**src/rtl/fsm_path_driver.sv**
```systemverilog
// fsm_path_driver
//
// Drives a tracked 6-state FSM (codes A=000 .. F=101) along its shortest
// w-bit path to a requested target state, one w bit per cycle.
//
// Ports:
//   clk        - clock, all state changes on the rising edge
//   reset      - synchronous active-high reset
//   tgt        - requested target state code
//   req_valid  - tgt is valid this cycle
//   req_ready  - controller idle, request can be accepted
//   w          - serial FSM input bit (0 when w_valid is low)
//   w_valid    - w is qualified this cycle
//   y          - tracked FSM state
//   z          - FSM output, high in E or F
//   done       - one-cycle completion pulse
//   err        - illegal target (110/111) flag, qualified by done
//   steps      - w bits emitted for the completed request, qualified by done

module fsm_path_driver (
    input  logic       clk,
    input  logic       reset,
    input  logic [2:0] tgt,
    input  logic       req_valid,
    output logic       req_ready,
    output logic       w,
    output logic       w_valid,
    output logic [2:0] y,
    output logic       z,
    output logic       done,
    output logic       err,
    output logic [1:0] steps
);

    localparam logic [2:0] StA = 3'b000;
    localparam logic [2:0] StB = 3'b001;
    localparam logic [2:0] StC = 3'b010;
    localparam logic [2:0] StD = 3'b011;
    localparam logic [2:0] StE = 3'b100;
    localparam logic [2:0] StF = 3'b101;

    typedef enum logic [1:0] {StIdle, StSend, StDone} ctrl_e;

    ctrl_e      state_q, state_d;
    logic [2:0] y_q, y_d;
    logic [2:0] tgt_q, tgt_d;
    logic [1:0] cnt_q, cnt_d;
    logic       err_q, err_d;
    logic [1:0] steps_q, steps_d;

    logic       hop_w;
    logic [2:0] y_next;

    // Next state of the tracked FSM.
    function automatic logic [2:0] fsm_next(input logic [2:0] cur, input logic win);
        logic [2:0] nxt;
        nxt = StA;
        case (cur)
            StA:     nxt = win ? StA : StB;
            StB:     nxt = win ? StD : StC;
            StC:     nxt = win ? StD : StE;
            StD:     nxt = win ? StA : StF;
            StE:     nxt = win ? StD : StE;
            StF:     nxt = win ? StD : StC;
            default: nxt = StA;
        endcase
        return nxt;
    endfunction

    // First w bit of the shortest path cur -> dst. Each row is indexed by the
    // target code; bits for cur==dst and for illegal codes are don't-care (0).
    function automatic logic first_hop(input logic [2:0] cur, input logic [2:0] dst);
        logic [7:0] row;
        row = 8'b0000_0000;
        case (cur)
            StA:     row = 8'b0000_0000;
            StB:     row = 8'b0010_1001;
            StC:     row = 8'b0010_1011;
            StD:     row = 8'b0000_0011;
            StE:     row = 8'b0010_1111;
            StF:     row = 8'b0000_1011;
            default: row = 8'b0000_0000;
        endcase
        return row[dst];
    endfunction

    assign hop_w  = first_hop(y_q, tgt_q);
    assign y_next = fsm_next(y_q, hop_w);

    always_comb begin
        state_d = state_q;
        y_d     = y_q;
        tgt_d   = tgt_q;
        cnt_d   = cnt_q;
        err_d   = err_q;
        steps_d = steps_q;

        case (state_q)
            StIdle: begin
                if (req_valid) begin
                    tgt_d = tgt;
                    cnt_d = 2'd0;
                    if (tgt >= 3'd6) begin
                        err_d   = 1'b1;
                        steps_d = 2'd0;
                        state_d = StDone;
                    end else if (tgt == y_q) begin
                        err_d   = 1'b0;
                        steps_d = 2'd0;
                        state_d = StDone;
                    end else begin
                        state_d = StSend;
                    end
                end
            end
            StSend: begin
                y_d   = y_next;
                cnt_d = cnt_q + 2'd1;
                if (y_next == tgt_q) begin
                    // Results publish only on reaching DONE so the previous
                    // request's err/steps stay visible throughout SEND.
                    err_d   = 1'b0;
                    steps_d = cnt_q + 2'd1;
                    state_d = StDone;
                end
            end
            StDone: begin
                state_d = StIdle;
            end
            default: begin
                state_d = StIdle;
            end
        endcase
    end

    always_ff @(posedge clk) begin
        if (reset) begin
            state_q <= StIdle;
            y_q     <= StA;
            tgt_q   <= 3'd0;
            cnt_q   <= 2'd0;
            err_q   <= 1'b0;
            steps_q <= 2'd0;
        end else begin
            state_q <= state_d;
            y_q     <= y_d;
            tgt_q   <= tgt_d;
            cnt_q   <= cnt_d;
            err_q   <= err_d;
            steps_q <= steps_d;
        end
    end

    // Handshake/strobe outputs are masked while reset is asserted so nothing
    // is offered or reported in a cycle that reset will discard.
    assign req_ready = (state_q == StIdle) && !reset;
    assign w_valid   = (state_q == StSend) && !reset;
    assign w         = w_valid & hop_w;
    assign done      = (state_q == StDone) && !reset;
    assign y         = y_q;
    assign z         = (y_q == StE) || (y_q == StF);
    assign err       = err_q;
    assign steps     = steps_q;

endmodule

```
**config.mk**
```make
export PLATFORM = sky130hd
export DESIGN_NAME = fsm_path_driver
export DESIGN_NICKNAME = d
export VERILOG_FILES = /design/src/rtl/fsm_path_driver.sv
export SDC_FILE = /design/constraint.sdc
export NUM_CORES = 1
export LEC_CHECK = 0
export ABC_AREA = 1
export BUFFER_PORTS_ARGS = -buffer_cell sky130_fd_sc_hd__buf_2
export CORE_MARGIN = 4
export CORE_UTILIZATION = 56
export CTS_CLUSTER_DIAMETER = 200
export CTS_CLUSTER_SIZE = 10
export DETAILED_ROUTE_END_ITERATION = 10
export GPL_TIMING_DRIVEN = 1
export PLACE_DENSITY_LB_ADDON = 0.15
export SYNTH_ARGS = -nofsm -noshare
export SYNTH_HDL_FRONTEND = slang
export SYNTH_SLANG_ARGS = --single-unit
```
**constraint.sdc**
```tcl
create_clock -name clk -period 5.66 [get_ports clk]
set_input_delay 1.132 -clock clk [delete_from_list [all_inputs] [get_ports clk]]
set_output_delay 1.132 -clock clk [all_outputs]
set_load 0.005 [all_outputs]
```
# After elaboration in Yosys (flattened, before gate mapping)
# Index checks and enable logic that the tools add are counted.
dict set report op_classes {
  bitwise_logic 1
  n_reduce_logical 14
  mux 25
  order_cmp 2
  eq_ne 12
  n_addsub 1
}
# op count
set ops {}
lappend ops {{$pmux 6 s5} 1}
lappend ops {{$mux 2} 9}
lappend ops {{$pmux 2 s2} 3}
lappend ops {{$pmux 3 s4} 1}
lappend ops {{$mux 1} 7}
lappend ops {{$eq 3x2->1 const B} 2}
lappend ops {{$eq 3x3->1} 2}
lappend ops {{$eq 3x3->1 const B} 2}
lappend ops {{$mux 3} 2}
lappend ops {{$reduce_and 2->1} 3}
lappend ops {{$lt 3x4->1 const B} 1}
lappend ops {{$ne 2x2->1 const B} 2}
lappend ops {{$reduce_and 4->1} 1}
lappend ops {{$reduce_or 2->1} 2}
lappend ops {{$bmux 1 s3} 1}
lappend ops {{$eq 3x1->1 const B} 1}
lappend ops {{$ge 3x3->1 const B} 1}
lappend ops {{$logic_and 1x1->1} 3}
lappend ops {{$logic_not 3->1} 1}
lappend ops {{$ne 3x3->1 const B} 1}
lappend ops {{$add 2x1->2 const B} 1}
lappend ops {{$eq 2x1->1 const B} 1}
lappend ops {{$eq 2x2->1 const B} 1}
lappend ops {{$logic_not 2->1} 1}
lappend ops {{other kinds (5)} 5}
dict set report totals {
  elab_cells 61
  inputBits 6
  ff_bits 13
}

# Longest topological paths before layout
# Gate-level depths: netlist of the first run.
dict set report logic_depth {
  ltp_word 9
  ltp_mapped 17
}

# Least setup slack after synthesis of the first run
# No wires, ideal clock.
dict set report synth_timing {
  kind {input port to output port}
  start {in reset}
  end {out w}
  arrival_time_ns 1.522
  slack_ns 3.006
  n_path_buf 1
  cell_stages 2
  path_cell_list {clkbuf_1 > nor3_1}
}
dict set report synth_via {
  elab_chain_len 3
}
# element line_no
set synth_rtl {}
lappend synth_rtl {{start: declaration} 22} ;# input logic reset,
lappend synth_rtl {{$logic_not 1->1} 157} ;# assign w_valid = (state_q == StSend) && !reset;
lappend synth_rtl {{$logic_and 1x1->1} 157}
lappend synth_rtl {{$and 1x1->1} 158} ;# assign w = w_valid & hop_w;
lappend synth_rtl {{end: declaration} 26} ;# output logic w,
# No other way between the ends.

# Worst setup path in the final report of the first run
dict set report layout_timing {
  start {reg y_q[1] (netlist: y[1])}
  end {out w}
}
dict set report layout_via {
  elab_chain_len 5
  elab_cells_between_ends 9
  cone_classes {eq/ne (5); mux (3); bitwise (1)}
}
# element line_no
set layout_rtl {}
lappend layout_rtl {{start: declaration} 45} ;# logic [2:0] y_q, y_d;
lappend layout_rtl {{start signal: assignment} 139} ;# y_q <= StA;
lappend layout_rtl {{start signal: assignment} 146} ;# y_q <= y_d;
lappend layout_rtl {{$eq 3x3->1 (tied with other cells)} 75} ;# case (cur)
lappend layout_rtl {{$pmux 6 s5 (*)} 75}
lappend layout_rtl {{$bmux 1 s3 (*)} 84} ;# return row[dst];
lappend layout_rtl {{$mux 1 (implied by the code) (*)} 84}
lappend layout_rtl {{$and 1x1->1 (*)} 158}
# Mark *: on every way between the ends. The rest lies on a longest branch, timed or not. The select of a mux whose other input is x is not followed.

==> impl_metrics.csv, run 1 <==
group,metric,value,unit
status,status,"completed",
logic_synthesis,synth.net_count,129,
global_route,grt_first_pass_wirelength,3.11,mm
clocking,ctsHoldBuffers,0,
timing,slew_violations,0,
placed_design,place.gp.congestion,0.960,
logic_synthesis,synth_fa_ha_area_share,3.01,%
logic_synthesis,yosys.area_share.simple,36.4,%
critical_path,reg2reg_slack,3430,ps
route,wl_per_cell,11.7,µm
critical_path,crit_buf_inv,3,
critical_path,max_stage_delay,480,ps
logic_synthesis,synth_compound_area_share,16.9,%
route,ant_nets,0,
cells_and_area,final_nets,149,
job,cap_violations,0,
route,vias,839,
floorplanning,dieHeight,46.5,µm
global_route,grt_usage,19.8,%
power_and_ir_drop,power_frac_comb,49.1,%
logic_synthesis,synthCells,121,
logic_synthesis,ys_async_sr_fraction,0,%
logic_synthesis,ys_types,23,
floorplanning,fp-row-count,13,
clocking,cts_tree,"yes",
global_route,first_global_vias,739,
floorplanning,initial_utilization,61.5,%
power_and_ir_drop,clkPwrFrac,16.0,%
route,dr.pass1.iters,4,
critical_path,worstSetupStartpointType,"flop",
timing,layout_min_cycle_time,3120,ps
logic_synthesis,synth-edff-count,0,
power_and_ir_drop,report.power.total,0.362,mW
placed_design,dpl.hpwl,1.43,mm
route,remaining_drc_errors,0,
clocking,clk_latency,270,ps
logic_synthesis,synthMuxAreaShare,0,%
global_route,grt_max_degree,10,
critical_path,crit_chain,"inv_2, ha_1, a21oi_2, nand2_1, nand2_1, nand2_2, nand2_4, inv_2, nor3_1, buf_2",
clocking,cts-buffers-inserted,3,
logic_synthesis,yosys.area_share.xor_xnor,5.12,%
logic_synthesis,synth_top_family_by_area,"simple AND/OR/NAND/NOR gates",
route,wirelength,1.81,mm
critical_path,worstReg2RegStart,"y[1]",
min_path,hold_path_class,"flop to flop",
power_and_ir_drop,vdd_ir_drop_max,190,µV
logic_synthesis,netlist_area,831,µm²
logic_synthesis,synth-seq-cells,13,
critical_path,required,4530,ps
floorplanning,fp.dieArea,2160,µm²
cells_and_area,fillers,120,
power_and_ir_drop,p_switching,0.157,mW
route,first_iter_violations,23,
timing,worstMarginPinSlew,627,ps
floorplanning,die_w,46.5,µm
timing,slew_headroom,58.0,%
logic_synthesis,synthFlopType,"dfxtp_1",
cells_and_area,diodes,0,
power_and_ir_drop,powerDensity,380,nW/µm²
timing,rsz0062_at_grt,"false",
power_and_ir_drop,p_sw_share,43.3,%
clocking,cts_resized,0,
timing,finClkSkew,11.1,ps
timing,tns,0,ps
clocking,clkSinkCount,13,
floorplanning,core-area,1350,µm²
critical_path,path_class,"flop to primary output",
critical_path,cp_max_fo,8,
critical_path,critical-path-top-delay-family,"flip-flops",
critical_path,cp_slowest_cell,"dfxtp_1",
clocking,clockBufferDepth,2,
critical_path,cp-startpoint,"y[1]",
logic_synthesis,syn_area_per_cell,6.87,µm²
clocking,clkTransAtPathRegs,90,ps
placed_design,portBuffers,16,
critical_path,critPathArrivalTime,1990,ps
clocking,postCtsSetupBuffers,0,
power_and_ir_drop,internal_power,0.205,mW
floorplanning,ios,17,
global_route,antenna_found_initial,0,
timing,clock.fmax,0.321,GHz
critical_path,end_kind,"primary output",
route,vias_per_cell,5.41,
cells_and_area,area_delta_synth_final,14.6,%
timing,setup_viol,0,
global_route,overflow,0,
power_and_ir_drop,power_frac_seq,34.9,%
clocking,clockRootBuffer,"clkbuf_4",
cells_and_area,drive_gt1_share,25.0,%
logic_synthesis,synth-seq-area-share,31.3,%
min_path,hold_start,"steps[1]",
logic_synthesis,yosysWarningCount,0,
power_and_ir_drop,p_leak,0.463,nW
timing,timing.final.crit_share,55.1,%
timing,hold_viol_final,0,
clocking,ctsHtreeMaxLevel,1,
## cell type report
class | instances | area [µm²] | area share, %
multi-input cells | 92 | 510 | 53.6
clock buffers | 4 | 26.3 | 2.76
flip-flops and latches | 13 | 260 | 27.3
well taps | 15 | 18.8 | 1.97
repair buffers | 16 | 80.1 | 8.41
inverters | 15 | 56.3 | 5.91
## worst register-to-register path, cell delays in order, from the launching register on
cell     delay [ps]
dfxtp_1         480
inv_2           100
ha_1            350
a21oi_2         180
nand2_1          60
nand2_1          70
nand2_2          70
nand2_4          80
nand2_1          70
nand3_1         120
nand2_1          90
nand2_1          80
nand3_2          90
nand2_4         110
nand3_1          80
nand2_1          70
nor2_1           40
## cells in the final DEF, fill, tap and decap left out, types with 3 or more instances in the layout
cell type | synthesis | final
nand3_1 | 10 | 10
o21ai_0 | 8 | 8
nand3_2 | 3 | 3
xnor2_1 | 3 | 3
dfxtp_1 | 13 | 13
a21oi_1 | 15 | 15
nand2_4 | 3 | 3
nor2_1 | 13 | 13
inv_2 | 3 | 3
nand2_1 | 21 | 21
inv_1 | 12 | 12
clkbuf_4 | 0 | 3
nand2_2 | 4 | 4
buf_2 | 0 | 16
## per-layer routing
metal | track usage, % | part of all wire, % | vias up
met5 | 0 | 0 | -
met4 | 5.68 | 0.99 | 0
met3 | 3.91 | 7.0 | 4
met2 | 29.9 | 43 | 30
met1 | 28.1 | 49 | 370
li1 | - | - | 435
## cell families after synthesis
group                      Yosys count
buffers and inverters               16
AOI/OAI and AO/OA                   26
and+or+nand+nor                     60
adders and majority gates            2
xor gates and xnor gates             4
DFF                                 13
## per-stage QoR
step / hold WS, ps / instance area, µm² / setup slack, ps / utilization [%] / std cells
final: 486 / 952 / 2540 / 70.5 / 155
after global routing: 510 / 952 / 2350 / 70.5 / 155
after CTS: 488 / 952 / 2540 / 70.5 / 155
after detailed placement: 470 / 926 / 2860 / 68.6 / 151
after global placement: 466 / 926 / 2930 / 68.6 / 151
after floorplan: 454 / 831 / 3010 / - / 121
## power groups by stage
| stage | clock network (mW) | logic, mW | registers, mW |
|---|---|---|---|
| floorplan | 0 | 0.135 | 0.127 |
| global placement | 0 | 0.174 | 0.128 |
| detailed placement | 0 | 0.175 | 0.129 |
| CTS | 0.0594 | 0.176 | 0.127 |
| global route | 0.0656 | 0.200 | 0.130 |
| finish | 0.0579 | 0.178 | 0.126 |
## worst paths after layout
| path | end | cells after the start |
|---|---|---|
| max reg2reg | err | 16 |
| min reg2reg | steps[1] | 2 |
| max | w | 10 |
| min | steps[1] | 2 |
## Yosys cell counts, types with 2 or more instances
master | instances | area share, %
o21ai_0 | 8 | 4.8
a21oi_1 | 15 | 9.0
nand3_1 | 10 | 6.0
dfxtp_1 | 13 | 31
xnor2_1 | 3 | 3.2
ha_1 | 2 | 3.0
nand2_4 | 3 | 4.1
inv_1 | 12 | 5.4
nor3_1 | 2 | 1.2
nand2_1 | 21 | 9.5
nand2_2 | 4 | 3.0
nor2_1 | 13 | 5.9
nand3_2 | 3 | 3.6
inv_2 | 3 | 1.4
## sequential cells by signal, indices dropped and copies added (netlist names)
register  flops
tgt_q         3
y             3
cnt_q         2
state_q       2
steps         2
err           1
Note: power is estimated with default switching activity, not from simulation.
==> run 2: changes to the inputs <==
--- a/config.mk
+++ b/config.mk
@@ -8,7 +8,7 @@
 export ABC_AREA = 1
 export BUFFER_PORTS_ARGS = -buffer_cell sky130_fd_sc_hd__buf_2
 export CORE_MARGIN = 4
-export CORE_UTILIZATION = 56
+export CORE_UTILIZATION = 47
 export CTS_CLUSTER_DIAMETER = 200
 export CTS_CLUSTER_SIZE = 10
 export DETAILED_ROUTE_END_ITERATION = 10
==> constraint.sdc (replaced) <==
create_clock -name clk -period 2.7 [get_ports clk]
set_input_delay 0.54 -clock clk [delete_from_list [all_inputs] [get_ports clk]]
set_output_delay 0.54 -clock clk [all_outputs]
set_load 0.005 [all_outputs]
==> run 2 against run 1 <==
- critical path depth unchanged
- count of clock-buffer cells in the layout is the same
- design area grew 2.0%
- via count grew 0.83%
- wire length grew 3.7%
- first-iteration DRC count up 13%
- sequential power increased by 110%
- sequential share of layout area down 0.53 points
- largest cell class unchanged
- worst hold slack worse by 2.5 ps
==> impl_metrics.csv, run 2 (synthesis gave the netlist of run 1 again) <==
group,metric,value,unit
timing,timing.final.crit_share,93.7,%
clocking,cts_resized,0,
critical_path,worstSetupStartpointType,"flop",
power_and_ir_drop,p_sw_share,43.4,%
floorplanning,initial_utilization,52.1,%
route,ant_nets,0,
critical_path,crit_chain,"inv_2, ha_1, a21oi_2, nand2_1, nand2_1, nand2_2, nand2_4, inv_2, nor3_1, buf_2",
clocking,clk_latency,290,ps
power_and_ir_drop,internal_power,0.434,mW
global_route,grt_max_degree,10,
global_route,first_global_vias,770,
clocking,clockBufferDepth,2,
timing,slew_headroom,82.9,%
clocking,postCtsSetupBuffers,0,
critical_path,crit_buf_inv,3,
status,status,"completed",
critical_path,critPathArrivalTime,1990,ps
clocking,clkSinkCount,13,
route,wl_per_cell,11.4,µm
global_route,grt_usage,16.2,%
placed_design,dpl.hpwl,1.51,mm
route,dr.pass1.iters,5,
power_and_ir_drop,powerDensity,790,nW/µm²
critical_path,max_stage_delay,470,ps
timing,clock.fmax,0.395,GHz
placed_design,place.gp.congestion,0.928,
timing,tns,0,ps
min_path,hold_path_class,"flop to flop",
power_and_ir_drop,vdd_ir_drop_max,444,µV
timing,layout_min_cycle_time,2530,ps
floorplanning,dieHeight,50.0,µm
critical_path,cp_slowest_cell,"dfxtp_1",
route,vias,846,
cells_and_area,final_cell_mix,"nand2_1, buf_2, a21oi_1, nor2_1, dfxtp_1",
power_and_ir_drop,power_frac_seq,34.6,%
cells_and_area,area_delta_synth_final,16.9,%
critical_path,critical-path-top-delay-family,"flip-flops",
floorplanning,fp-row-count,14,
critical_path,required,2160,ps
route,first_iter_violations,26,
timing,finClkSkew,11.7,ps
timing,hold_viol_final,0,
clocking,clkTransAtPathRegs,90,ps
timing,worst_hold_slack,483,ps
critical_path,end_kind,"primary output",
placed_design,portBuffers,16,
floorplanning,die_w,50.0,µm
timing,worstMarginPinSlew,256,ps
power_and_ir_drop,clkPwrFrac,16.4,%
critical_path,path_class,"flop to primary output",
job,cap_violations,0,
power_and_ir_drop,power_frac_comb,49.0,%
clocking,ctsHtreeMaxLevel,1,
power_and_ir_drop,p_leak,0.468,nW
floorplanning,core-area,1590,µm²
floorplanning,ios,17,
cells_and_area,final_nets,150,
timing,slew_violations,0,
timing,rsz0062_at_grt,"false",
global_route,overflow,0,
clocking,cts_tree,"yes",
cells_and_area,drive_gt1_share,25.5,%
cells_and_area,diodes,0,
global_route,antenna_found_initial,0,
cells_and_area,final_common_cell,"nand2_1",
route,vias_per_cell,5.13,
clocking,clockRootBuffer,"clkbuf_4",
power_and_ir_drop,p_switching,0.333,mW
timing,setup_viol,0,
floorplanning,fp.dieArea,2500,µm²
clocking,ctsHoldBuffers,0,
global_route,grt_first_pass_wirelength,3.24,mm
critical_path,reg2reg_slack,480,ps
critical_path,cp_max_fo,8,
route,remaining_drc_errors,0,
clocking,cts-buffers-inserted,3,
route,wirelength,1.88,mm
-- run 2: area by class of cell --
cell class | instances | area [µm²]
sequential | 13 | 260
fill | 149 | 623
inverter | 15 | 56.3
timing repair buffer | 17 | 87.6
clock buffer | 4 | 26.3
multi-input combinational | 92 | 510
tap | 24 | 30.0
-- run 2: metrics by stage --
stage               cells  area, µm²  power (mW)  setup WS, ps  utilization (%)
floorplan             121        831       0.550           672                -
global placement      161        945       0.639           560             59.3
detailed placement    161        945       0.645           499             59.3
CTS                   165        971       0.769           167             60.9
global route          165        971       0.834          32.3             60.9
finish                165        971       0.767           169             60.9
-- run 2: per-layer routing --
metal,part of all wire [%],GRT usage [%]
met3,6.2,3.01
met1,49,22.5
met2,43,24.1
met4,1.8,6.91
met5,0,0
-- run 2: worst reg2reg max path, stage by stage, from the launching register on --
cell and delay (ps):
dfxtp_1 470, inv_2 100, ha_1 340, a21oi_2 190, nand2_1 70, nand2_1 70, nand2_2 70, nand2_4 70
nand2_1 70, nand3_1 110, nand2_1 80, nand2_1 70, nand3_2 90, nand2_4 110, nand3_1 80, nand2_1 70
nor2_1 40
-- run 2: power by group through the flow --
stage               clock network, mW  registers (mW)  logic [mW]
floorplan                           0           0.267       0.283
global placement                    0           0.268       0.371
detailed placement                  0           0.270       0.375
CTS                             0.127           0.266       0.376
global route                    0.137           0.272       0.425
finish                          0.126           0.265       0.376
-- run 2: path summary, 6_finish.rpt --
path                            startpoint       end  cells past startpoint
worst min-delay path              steps[1]  steps[1]                      2
worst min register to register    steps[1]  steps[1]                      2
worst max-delay path                  y[1]         w                     10
worst max register to register        y[1]       err                     16
